$ cat config.mk
export PLATFORM = sky130hd
export DESIGN_NAME = wb_writer_flat
export DESIGN_NICKNAME = d
export VERILOG_FILES = /design/src/rtl/wb_pkg.sv /design/src/rtl/wb_writer_if.sv /design/src/rtl/wb_writer_load_extend.sv /design/src/rtl/wb_writer.sv /design/src/flat_wrapper.sv
export SDC_FILE = /design/constraint.sdc
export NUM_CORES = 1
export LEC_CHECK = 0
export ABC_AREA = 0
export BUFFER_PORTS_ARGS = -buffer_cell sky130_fd_sc_hd__buf_2
export CAP_MARGIN = 0
export CORE_MARGIN = 1
export CORE_UTILIZATION = 40
export CTS_CLUSTER_SIZE = 30
export DETAILED_ROUTE_END_ITERATION = 8
export MAX_ROUTING_LAYER = met4
export PLACE_DENSITY_LB_ADDON = 0.08
export SETUP_SLACK_MARGIN = 0.05
export SLEW_MARGIN = 20
export SYNTH_ARGS = -nofsm -noshare
export SYNTH_HDL_FRONTEND = slang
export SYNTH_HIERARCHICAL = 1
export SYNTH_SLANG_ARGS = --single-unit
$ cat constraint.sdc
create_clock -name clk -period 2.3 [get_ports clk]
set_input_delay 0.23 -clock clk [delete_from_list [all_inputs] [get_ports clk]]
set_output_delay 0.23 -clock clk [all_outputs]
set_load 0.01 [all_outputs]
$ cat src/rtl/wb_pkg.sv
// rtl/wb_pkg.sv - shared codes and state encoding for the writeback controller
//   SRC_*  : writeback source select codes (i_src)
//   LD_*   : load size codes (i_ldsz)
//   state_t: controller states
//   load_aligned(): legality of a load size / byte offset pair
package wb_pkg;

  localparam logic [1:0] SRC_ALU  = 2'b00;
  localparam logic [1:0] SRC_LOAD = 2'b01;
  localparam logic [1:0] SRC_LINK = 2'b10;

  localparam logic [1:0] LD_WORD = 2'b00;
  localparam logic [1:0] LD_HALF = 2'b01;
  localparam logic [1:0] LD_BYTE = 2'b10;

  typedef enum logic [1:0] {
    IDLE     = 2'b00,
    WAIT_MEM = 2'b01,
    WRITE    = 2'b10,
    ERR      = 2'b11
  } state_t;

  // Words must be 4-byte aligned, halves 2-byte aligned, bytes anywhere;
  // the reserved size code is never legal.
  function automatic logic load_aligned(input logic [1:0] ldsz, input logic [1:0] byteoff);
    logic ok;
    ok = 1'b0;
    case (ldsz)
      LD_WORD: ok = (byteoff == 2'b00);
      LD_HALF: ok = (byteoff[0] == 1'b0);
      LD_BYTE: ok = 1'b1;
      default: ok = 1'b0;
    endcase
    return ok;
  endfunction

endpackage

$ cat src/rtl/wb_writer_if.sv
// rtl/wb_writer_if.sv - request, memory-return and register-write signals of the writeback controller
//   master: control FSM / memory / register file side (drives i_*, observes o_*)
//   slave : wb_writer side (observes i_*, drives o_*)
interface wb_writer_if #(
  parameter int DATA_W = 32,
  parameter int ADDR_W = 5
);
  logic              i_req;
  logic              o_ready;
  logic [1:0]        i_src;
  logic [ADDR_W-1:0] i_dst;
  logic [DATA_W-1:0] i_alu;
  logic [DATA_W-1:0] i_pc;
  logic [1:0]        i_ldsz;
  logic              i_ldsgn;
  logic [1:0]        i_byteoff;
  logic              i_mem_valid;
  logic [DATA_W-1:0] i_mem_data;
  logic [ADDR_W-1:0] o_wreg;
  logic [DATA_W-1:0] o_wdata;
  logic              o_wen;
  logic              o_done;
  logic              o_err;

  modport master (
    output i_req, i_src, i_dst, i_alu, i_pc, i_ldsz, i_ldsgn, i_byteoff,
           i_mem_valid, i_mem_data,
    input  o_ready, o_wreg, o_wdata, o_wen, o_done, o_err
  );

  modport slave (
    input  i_req, i_src, i_dst, i_alu, i_pc, i_ldsz, i_ldsgn, i_byteoff,
           i_mem_valid, i_mem_data,
    output o_ready, o_wreg, o_wdata, o_wen, o_done, o_err
  );
endinterface

$ cat src/rtl/wb_writer_load_extend.sv
// rtl/wb_writer_load_extend.sv - lane extraction and sign/zero extension of load data
//   mem_data : little-endian memory read word
//   ldsz     : LD_WORD / LD_HALF / LD_BYTE
//   ldsgn    : 1 sign-extend, 0 zero-extend (half/byte)
//   byteoff  : load address bits [1:0]
//   ext      : extended 32-bit result
module load_extend
  import wb_pkg::*;
(
  input  logic [31:0] mem_data,
  input  logic [1:0]  ldsz,
  input  logic        ldsgn,
  input  logic [1:0]  byteoff,
  output logic [31:0] ext
);

  logic [7:0]  byte_lane;
  logic [15:0] half_lane;

  always_comb begin
    byte_lane = mem_data[{byteoff, 3'b000} +: 8];
    half_lane = byteoff[1] ? mem_data[31:16] : mem_data[15:0];
    case (ldsz)
      LD_HALF: ext = {{16{ldsgn & half_lane[15]}}, half_lane};
      LD_BYTE: ext = {{24{ldsgn & byte_lane[7]}}, byte_lane};
      default: ext = mem_data;
    endcase
  end

endmodule

$ cat src/rtl/wb_writer.sv
// rtl/wb_writer.sv - writeback controller: one register-file write (or error) per request
//   clk  : clock, rising edge
//   rst  : synchronous active-low reset
//   bus  : wb_writer_if.slave - request (i_req/o_ready, source operands),
//          memory return (i_mem_valid/i_mem_data), register write (o_wreg/o_wdata/o_wen),
//          completion pulses (o_done/o_err)
module wb_writer
  import wb_pkg::*;
#(
  parameter int DATA_W      = 32,
  parameter int ADDR_W      = 5,
  parameter int MEM_TIMEOUT = 255
) (
  input logic       clk,
  input logic       rst,
  wb_writer_if.slave bus
);

  state_t            state, state_next;
  logic [ADDR_W-1:0] dst_q, dst_next;
  logic [1:0]        ldsz_q, ldsz_next;
  logic              ldsgn_q, ldsgn_next;
  logic [1:0]        off_q, off_next;
  logic [7:0]        cnt_q, cnt_next;
  logic [DATA_W-1:0] wdata_next;
  logic [31:0]       load_val;

  load_extend u_load_extend (
    .mem_data (bus.i_mem_data),
    .ldsz     (ldsz_q),
    .ldsgn    (ldsgn_q),
    .byteoff  (off_q),
    .ext      (load_val)
  );

  assign bus.o_ready = (state == IDLE);

  always_ff @(posedge clk) begin
    if (!rst) begin
      state   <= IDLE;
      dst_q   <= '0;
      ldsz_q  <= '0;
      ldsgn_q <= 1'b0;
      off_q   <= '0;
      cnt_q   <= '0;
    end else begin
      state   <= state_next;
      dst_q   <= dst_next;
      ldsz_q  <= ldsz_next;
      ldsgn_q <= ldsgn_next;
      off_q   <= off_next;
      cnt_q   <= cnt_next;
    end
  end

  always_comb begin
    state_next = state;
    dst_next   = dst_q;
    ldsz_next  = ldsz_q;
    ldsgn_next = ldsgn_q;
    off_next   = off_q;
    cnt_next   = cnt_q;
    wdata_next = '0;
    case (state)
      IDLE: begin
        if (bus.i_req) begin
          dst_next   = bus.i_dst;
          ldsz_next  = bus.i_ldsz;
          ldsgn_next = bus.i_ldsgn;
          off_next   = bus.i_byteoff;
          case (bus.i_src)
            SRC_ALU: begin
              wdata_next = bus.i_alu;
              state_next = WRITE;
            end
            SRC_LINK: begin
              wdata_next = bus.i_pc + DATA_W'(4);
              state_next = WRITE;
            end
            SRC_LOAD: begin
              cnt_next   = '0;
              state_next = load_aligned(bus.i_ldsz, bus.i_byteoff) ? WAIT_MEM : ERR;
            end
            default: state_next = ERR;
          endcase
        end
      end
      WAIT_MEM: begin
        // Data checked before the timeout so a valid on the last allowed
        // cycle still produces the write.
        if (bus.i_mem_valid) begin
          wdata_next = load_val;
          state_next = WRITE;
        end else begin
          cnt_next = cnt_q + 8'd1;
          if (cnt_next == 8'(MEM_TIMEOUT)) begin
            state_next = ERR;
          end
        end
      end
      WRITE:   state_next = IDLE;
      default: state_next = IDLE;
    endcase
  end

  // Outputs are registered from the next state so the pulses line up with
  // the cycle the FSM spends in WRITE or ERR.
  always_ff @(posedge clk) begin
    if (!rst) begin
      bus.o_wen   <= 1'b0;
      bus.o_done  <= 1'b0;
      bus.o_err   <= 1'b0;
      bus.o_wreg  <= '0;
      bus.o_wdata <= '0;
    end else begin
      bus.o_wen  <= (state_next == WRITE) && (dst_next != '0);
      bus.o_done <= (state_next == WRITE);
      bus.o_err  <= (state_next == ERR);
      if (state_next == WRITE) begin
        bus.o_wreg  <= dst_next;
        bus.o_wdata <= wdata_next;
      end
    end
  end

endmodule

$ cat src/flat_wrapper.sv
// flat-port wrapper written by rule: the top's interface ports become plain ports
module wb_writer_flat import wb_pkg::*;
#(
  parameter int DATA_W      = 32,
  parameter int ADDR_W      = 5,
  parameter int MEM_TIMEOUT = 255
)
  (clk, rst, bus_i_req, bus_i_src, bus_i_dst, bus_i_alu, bus_i_pc, bus_i_ldsz, bus_i_ldsgn, bus_i_byteoff, bus_i_mem_valid, bus_i_mem_data, bus_o_ready, bus_o_wreg, bus_o_wdata, bus_o_wen, bus_o_done, bus_o_err);
  wb_writer_if #(.DATA_W(DATA_W), .ADDR_W(ADDR_W)) bus_i ();
  input logic clk;
  input logic rst;
  input wire logic [$bits(bus_i.i_req)-1:0] bus_i_req;
  input wire logic [$bits(bus_i.i_src)-1:0] bus_i_src;
  input wire logic [$bits(bus_i.i_dst)-1:0] bus_i_dst;
  input wire logic [$bits(bus_i.i_alu)-1:0] bus_i_alu;
  input wire logic [$bits(bus_i.i_pc)-1:0] bus_i_pc;
  input wire logic [$bits(bus_i.i_ldsz)-1:0] bus_i_ldsz;
  input wire logic [$bits(bus_i.i_ldsgn)-1:0] bus_i_ldsgn;
  input wire logic [$bits(bus_i.i_byteoff)-1:0] bus_i_byteoff;
  input wire logic [$bits(bus_i.i_mem_valid)-1:0] bus_i_mem_valid;
  input wire logic [$bits(bus_i.i_mem_data)-1:0] bus_i_mem_data;
  output wire logic [$bits(bus_i.o_ready)-1:0] bus_o_ready;
  output wire logic [$bits(bus_i.o_wreg)-1:0] bus_o_wreg;
  output wire logic [$bits(bus_i.o_wdata)-1:0] bus_o_wdata;
  output wire logic [$bits(bus_i.o_wen)-1:0] bus_o_wen;
  output wire logic [$bits(bus_i.o_done)-1:0] bus_o_done;
  output wire logic [$bits(bus_i.o_err)-1:0] bus_o_err;
  assign bus_i.i_req = bus_i_req;
  assign bus_i.i_src = bus_i_src;
  assign bus_i.i_dst = bus_i_dst;
  assign bus_i.i_alu = bus_i_alu;
  assign bus_i.i_pc = bus_i_pc;
  assign bus_i.i_ldsz = bus_i_ldsz;
  assign bus_i.i_ldsgn = bus_i_ldsgn;
  assign bus_i.i_byteoff = bus_i_byteoff;
  assign bus_i.i_mem_valid = bus_i_mem_valid;
  assign bus_i.i_mem_data = bus_i_mem_data;
  assign bus_o_ready = bus_i.o_ready;
  assign bus_o_wreg = bus_i.o_wreg;
  assign bus_o_wdata = bus_i.o_wdata;
  assign bus_o_wen = bus_i.o_wen;
  assign bus_o_done = bus_i.o_done;
  assign bus_o_err = bus_i.o_err;
  wb_writer #(.DATA_W(DATA_W), .ADDR_W(ADDR_W), .MEM_TIMEOUT(MEM_TIMEOUT)) u_core (.clk(clk), .rst(rst), .bus(bus_i));
endmodule
; Word-level counts from Yosys, hierarchy flattened
; Index checks and enable logic that the tools add are counted.
[word_totals]
reg_bits = 60
inputBits = 112
elab_cells = 62
output_inout_bits = 41
[classes]
mux = 22
n_eq_ne = 13
n_shift = 1
add_sub_neg = 2
n_bitwise = 3
n_reduce_logical = 10
[op_table]
columns = op, count
row1 = 32-bit case mux with 2 select lines, 3
row2 = 32-bit 2-to-1 mux, 2
row3 = 32-bit by 3-bit adder with 32-bit output (second input constant), 1
row4 = 32-bit by 6-bit variable part select with 8-bit output, 1
row5 = 8-bit 2-to-1 mux, 3
row6 = 16-bit 2-to-1 mux, 1
row7 = 8-bit case mux with 2 select lines, 1
row8 = 2-bit equality test (second input constant), 5
row9 = 5-bit 2-to-1 mux, 2
row10 = 8-bit by 1-bit adder with 8-bit output (second input constant), 1
row11 = 2-bit by 1-bit equality test with 1-bit output (second input constant), 4
row12 = 8-bit equality test (second input constant), 1
row13 = 2-bit zero test, 4
row14 = 2-bit 2-to-1 mux, 4
row15 = 2-bit case mux with 2 select lines, 2
row16 = 5-bit nonzero test, 1
row17 = 2-bit inequality test (second input constant), 2
row18 = 4-bit AND reduction, 1
row19 = 1-bit 2-to-1 mux, 3
row20 = 1-bit case mux with 3 select lines, 1
row21 = 1-bit AND, 2
row22 = 2-bit by 1-bit inequality test with 1-bit output (second input constant), 1
row23 = 2-bit AND reduction, 1
row24 = 2-bit nonzero test, 1
row25 = other kinds (3), 3

; Longest topological paths before layout
[logic_depth]
ltp_word = 11
depth_mapped = 10
mapped_depth_nobuf = 8

; Hierarchy
; The synthesis kept the hierarchy.
[by_module_without_submodules]
columns = mod, area_per_inst_um2, cells_per_inst, instances, seq_area_each_um2
row1 = wb_writer, 3311.9, 394, 1, 1201.2
row2 = load_extend, 666.9, 108, 1, 0.0

; Least setup slack after synthesis
; No wires, ideal clock.
[synth_path]
path_type = register to register
from = reg u_core.ldsz_q[0]
to = reg u_core.bus.o_wdata[7]
path_buffers = 1
setup_ps = 115
required_ps = 2185
synth_period_minus_slack_ps = 1915
stages_incl_launch_ff = 10
path_slack_ps = 385
t_arrival_ps = 1800
path_cell_list = dfxtp_1 > inv_1 > ha_1 > nor2b_1 > or2_1 > buf_2 > a21o_1 > a21o_1 > a22o_1 > o21a_1
[synth_via]
elab_chain_cells = 4
elab_cells_between_ends = 5
cone_classes = eq/ne (2) / mux (3)
[synth_rtl]
columns = item, line_no
row1 = "start, declared", wb_writer.sv:21  ; logic [1:0] ldsz_q, ldsz_next;
row2 = "start signal, assigned", wb_writer.sv:49  ; ldsz_q <= ldsz_next;
row3 = 2-bit equality test or 2-bit by 1-bit equality test with 1-bit output (tied branches), wb_writer_load_extend.sv:23  ; case (ldsz)
row4 = 32-bit case mux with 2 select lines (*), wb_writer_load_extend.sv:23
row5 = named net u_core.load_val[7], wb_writer.sv:26  ; logic [31:0] load_val;
row6 = 32-bit 2-to-1 mux (*), wb_writer.sv:91  ; if (bus.i_mem_valid) begin
row7 = 32-bit case mux with 2 select lines (*), wb_writer.sv:64  ; case (state)
row8 = "end signal, assigned", wb_writer.sv:121  ; bus.o_wdata <= wdata_next;
row9 = "end, declared", wb_writer_if.sv:34  ; output o_ready, o_wreg, o_wdata, o_wen, o_done, o_err
; The timed path passes the listed nets; every way through them passes the cells marked *.
; A chain may end at the register's enable or synchronous reset.

; Worst setup path in the final report
[layout_path]
from = reg u_core.ldsz_q[0]
to = reg u_core.bus.o_wdata[3]
; Same word-level chain as after synthesis.

==> metrics.yaml <==
synthesis:
  synth_top_family_by_area: "compound AO/OA/AOI/OAI gates"
  synth_top_flop_cell: "dfxtp_1"
  synth_area_per_cell_sq_um: 7.93
  ys_warn_count: 6
  syn_nets: 619
  synth_xor_xnor_area_share_pct: 5.94
  ys_types: 60
  synth.area.mux_share_pct: 3.74
  synth-compound-area-share_pct: 27.2
  async_reset_ff_share_pct: 0
  ys_seq_area_share_pct: 30.2
  synthCells: 502
  synth_edf_count: 0
  syn-cell-area_sq_um: 3980
  ys_ff_latch: 60
  synth_fa_ha_area_share_pct: 1.57
  yosys.area_share.simple_pct: 25.7
timing:
  fmax_ghz: 0.486
  fin_crit_sh_pct: 89.5
  final_max_slew_viol_count: 0
  finalCriticalPeriod_ns: 2.06
  rsz0062_at_grt: "no"
  hold_violations: 0
  setup_tns_ns: 0
  worstMarginPinSlew_ns: 0.678
  slew_headroom_pct: 53.6
  clock_skew_ns: 0.00750
  finalSetupViolCount: 0
  fin_ws_ns: 0.242
  timing.hold.ws_ns: 0.129
setup_path:
  worstRegToRegCells: 8
  r2r-end: "u_core/bus.o_wdata[3]"
  critPathCaptureType: "register"
  crit_start: "u_core/ldsz_q[0]"
  critPathKind: "reg2reg"
  critPathLaunchType: "register"
  cp_max_fo: 8
  critPathRequiredTime_ns: 2.53
  worstSetupEndpoint: "u_core/bus.o_wdata[3]"
  arrival_ns: 2.28
  rrSetupSlack_ns: 0.24
  r2r-start: "u_core/ldsz_q[0]"
floorplanning:
  die_h_um: 102
  die-area_sq_um: 10400
  start_util_pct: 41.1
  boundaryPins: 153
  rows: 36
  core_region_area_sq_um: 9680
  dieWidth_um: 102
route:
  drtAntennaViolNets: 0
  avgRoutedWirePerCell_um: 17.5
  via_count: 4371
  totalWireLength_um: 13700
  drt_first_iter_violations: 298
  viasPerCell: 5.58
  remaining_drc_errors: 0
  first_pass_iters: 5
cells_and_area:
  drive_above_1_share_pct: 32.3
  layout.nets: 762
  syn2layout_area_growth_pct: 27.5
  insertedDiodeCount: 0
  fin_area_sq_um: 5070
clock_tree:
  cts_resized: 0
  insertion_delay_ns: 0.34
  clock_tree.root_cell: "clkbuf_8"
  clkTransAtPathRegs_ns: 0.07
  cts_tree: "done"
  cts_setup_buffers: 0
  hold_buffers: 0
  cts_buffer_depth: 2
  cts_sinks: 60
  htreeDepth: 3
  numCtsBuffers: 9
grt:
  antenna_found_initial: 0
  overflow: 0
  grtUsageTotal_pct: 27.2
  grt_max_degree: 39
  grt_pass1_wl_um: 20400
  grt_pass1_vias: 3892
placed_design:
  place_ws_ns: 0.222
  placement.io_buffers: 152
  routabilityCongestion: 0.933
  placed_area_sq_um: 4860
  dp_hpwl_um: 10700
power_and_ir_drop:
  finalPower_mw: 2.89
  power.leakage_nw: 2.20
  pwr_density_cell_nw_per_um2: 569
  vdd_drop_max_mv: 0.256
worst_hold_path:
  hold_class: "in2reg"
run:
  cap_violations: 0
run_status:
  status: "finished, final reports clean"
==> report_power, final <==
part           switching (mW)  internal (mW)  leakage, nW
Clock                   0.451          0.561        0.102
Combinational           0.431          0.306         1.60
Sequential             0.0364           1.10        0.490
Total                   0.918           1.97         2.20
==> cell type report <==
cell class | instances | area, sq um
Fill cell | 1000 | 4610
Multi-Input combinational cell | 395 | 2560
Sequential cell | 60 | 1200
Timing Repair Buffer | 169 | 901
Tap cell | 133 | 166
Clock buffer | 11 | 151
Clock inverter | 5 | 58.8
Inverter | 10 | 37.5
==> Yosys cell counts (all sizes together), types with 2 or more instances <==
library cell | instances | area (sq um)
nand2 | 75 | 282
dfxtp | 60 | 1200
a21oi | 51 | 255
nor2 | 26 | 97.6
clkbuf | 22 | 82.6
nand3 | 21 | 105
a222oi | 18 | 180
xor2 | 17 | 149
buf | 15 | 105
nand4 | 14 | 100
o21ai | 14 | 77.6
o22ai | 14 | 87.6
nor3 | 13 | 70.1
mux2 | 12 | 139
nor2b | 11 | 68.8
inv | 10 | 37.5
o2bb2ai | 10 | 87.6
xnor2 | 10 | 87.6
a22oi | 9 | 67.6
and2 | 8 | 50.1
a32oi | 7 | 61.3
nor4 | 6 | 71.3
a21o | 5 | 37.5
and3 | 5 | 31.3
ha | 5 | 62.6
o21a | 5 | 37.5
a22o | 4 | 35.0
and4 | 4 | 35.0
o211ai | 4 | 30.0
nor3b | 3 | 27.5
or4 | 3 | 26.3
a211o | 2 | 26.3
a211oi | 2 | 15.0
a311oi | 2 | 35.0
nand2b | 2 | 12.5
or3 | 2 | 12.5
==> layer usage <==
layer | GRT usage (%) | up-vias | routed length, um
met2 | 37.3 | 204 | 5630
met1 | 39.3 | 1985 | 6630
met4 | 9.14 | 0 | 198
li1 | - | 2163 | -
met5 | - | - | 0
met3 | 5.04 | 19 | 1230
==> cells by family (layout without fill, tap and decap cells) <==
family,after synthesis,after routing
simple gates,197,197
flops,60,60
fa+ha+maj,5,5
compound gates,153,153
buf+inv,47,195
mux,13,13
xor+xnor,27,27
==> stage by stage <==
stage,std cells,utilization [%]
floorplan,502,-
global placement,767,50.2
detailed placement,767,50.2
CTS,783,52.4
global route,783,52.4
finish,783,52.4
==> placed cells by master, fill, tap and decap left out, types with 14 or more instances in the layout <==
cell type | netlist | layout
buf_4 | 0 | 16
nand2_1 | 75 | 75
nand3_1 | 21 | 21
buf_2 | 9 | 152
nor2_1 | 26 | 26
xor2_1 | 17 | 17
a222oi_1 | 18 | 18
a21oi_1 | 51 | 51
o22ai_1 | 14 | 14
dfxtp_1 | 60 | 60
==> worst min-delay path by stage <==
| stage | startpoint | endpoint | slack, ns | cells after the start |
|---|---|---|---|---|
| after detailed placement | u_core/bus.o_wreg[1] | u_core/bus.o_wreg[1] | 0.44 | 2 |
| after floorplan | bus_i_ldsgn | u_core/ldsgn_q | 0.37 | 2 |
| after global placement | u_core/bus.o_wreg[1] | u_core/bus.o_wreg[1] | 0.44 | 2 |
| after CTS | bus_i_ldsgn | u_core/ldsgn_q | 0.12 | 3 |
| final | bus_i_ldsgn | u_core/ldsgn_q | 0.13 | 3 |
| after global routing | bus_i_byteoff[1] | u_core/off_q[1] | 0.13 | 3 |
==> registers in the layout, summed over array words and instances (netlist names) <==
name / count
u_core/ldsz_q: 2
u_core/bus.o_done: 1
u_core/bus.o_wreg: 5
u_core/cnt_q: 8
u_core/off_q: 2
u_core/ldsgn_q: 1
u_core/bus.o_err: 1
u_core/state: 2
u_core/bus.o_wen: 1
u_core/dst_q: 5
u_core/bus.o_wdata: 32
==> worst max-delay path, stage by stage, from the launching register on <==
cell and delay [ns]:
dfxtp_1 0.35, inv_1 0.05, ha_1 0.20, nor2b_1 0.15
or2_1 0.32, a21o_1 0.31, o2bb2ai_1 0.17, a222oi_1 0.32
nor2_1 0.08
No activity file was read; power rests on OpenSTA's default activity.
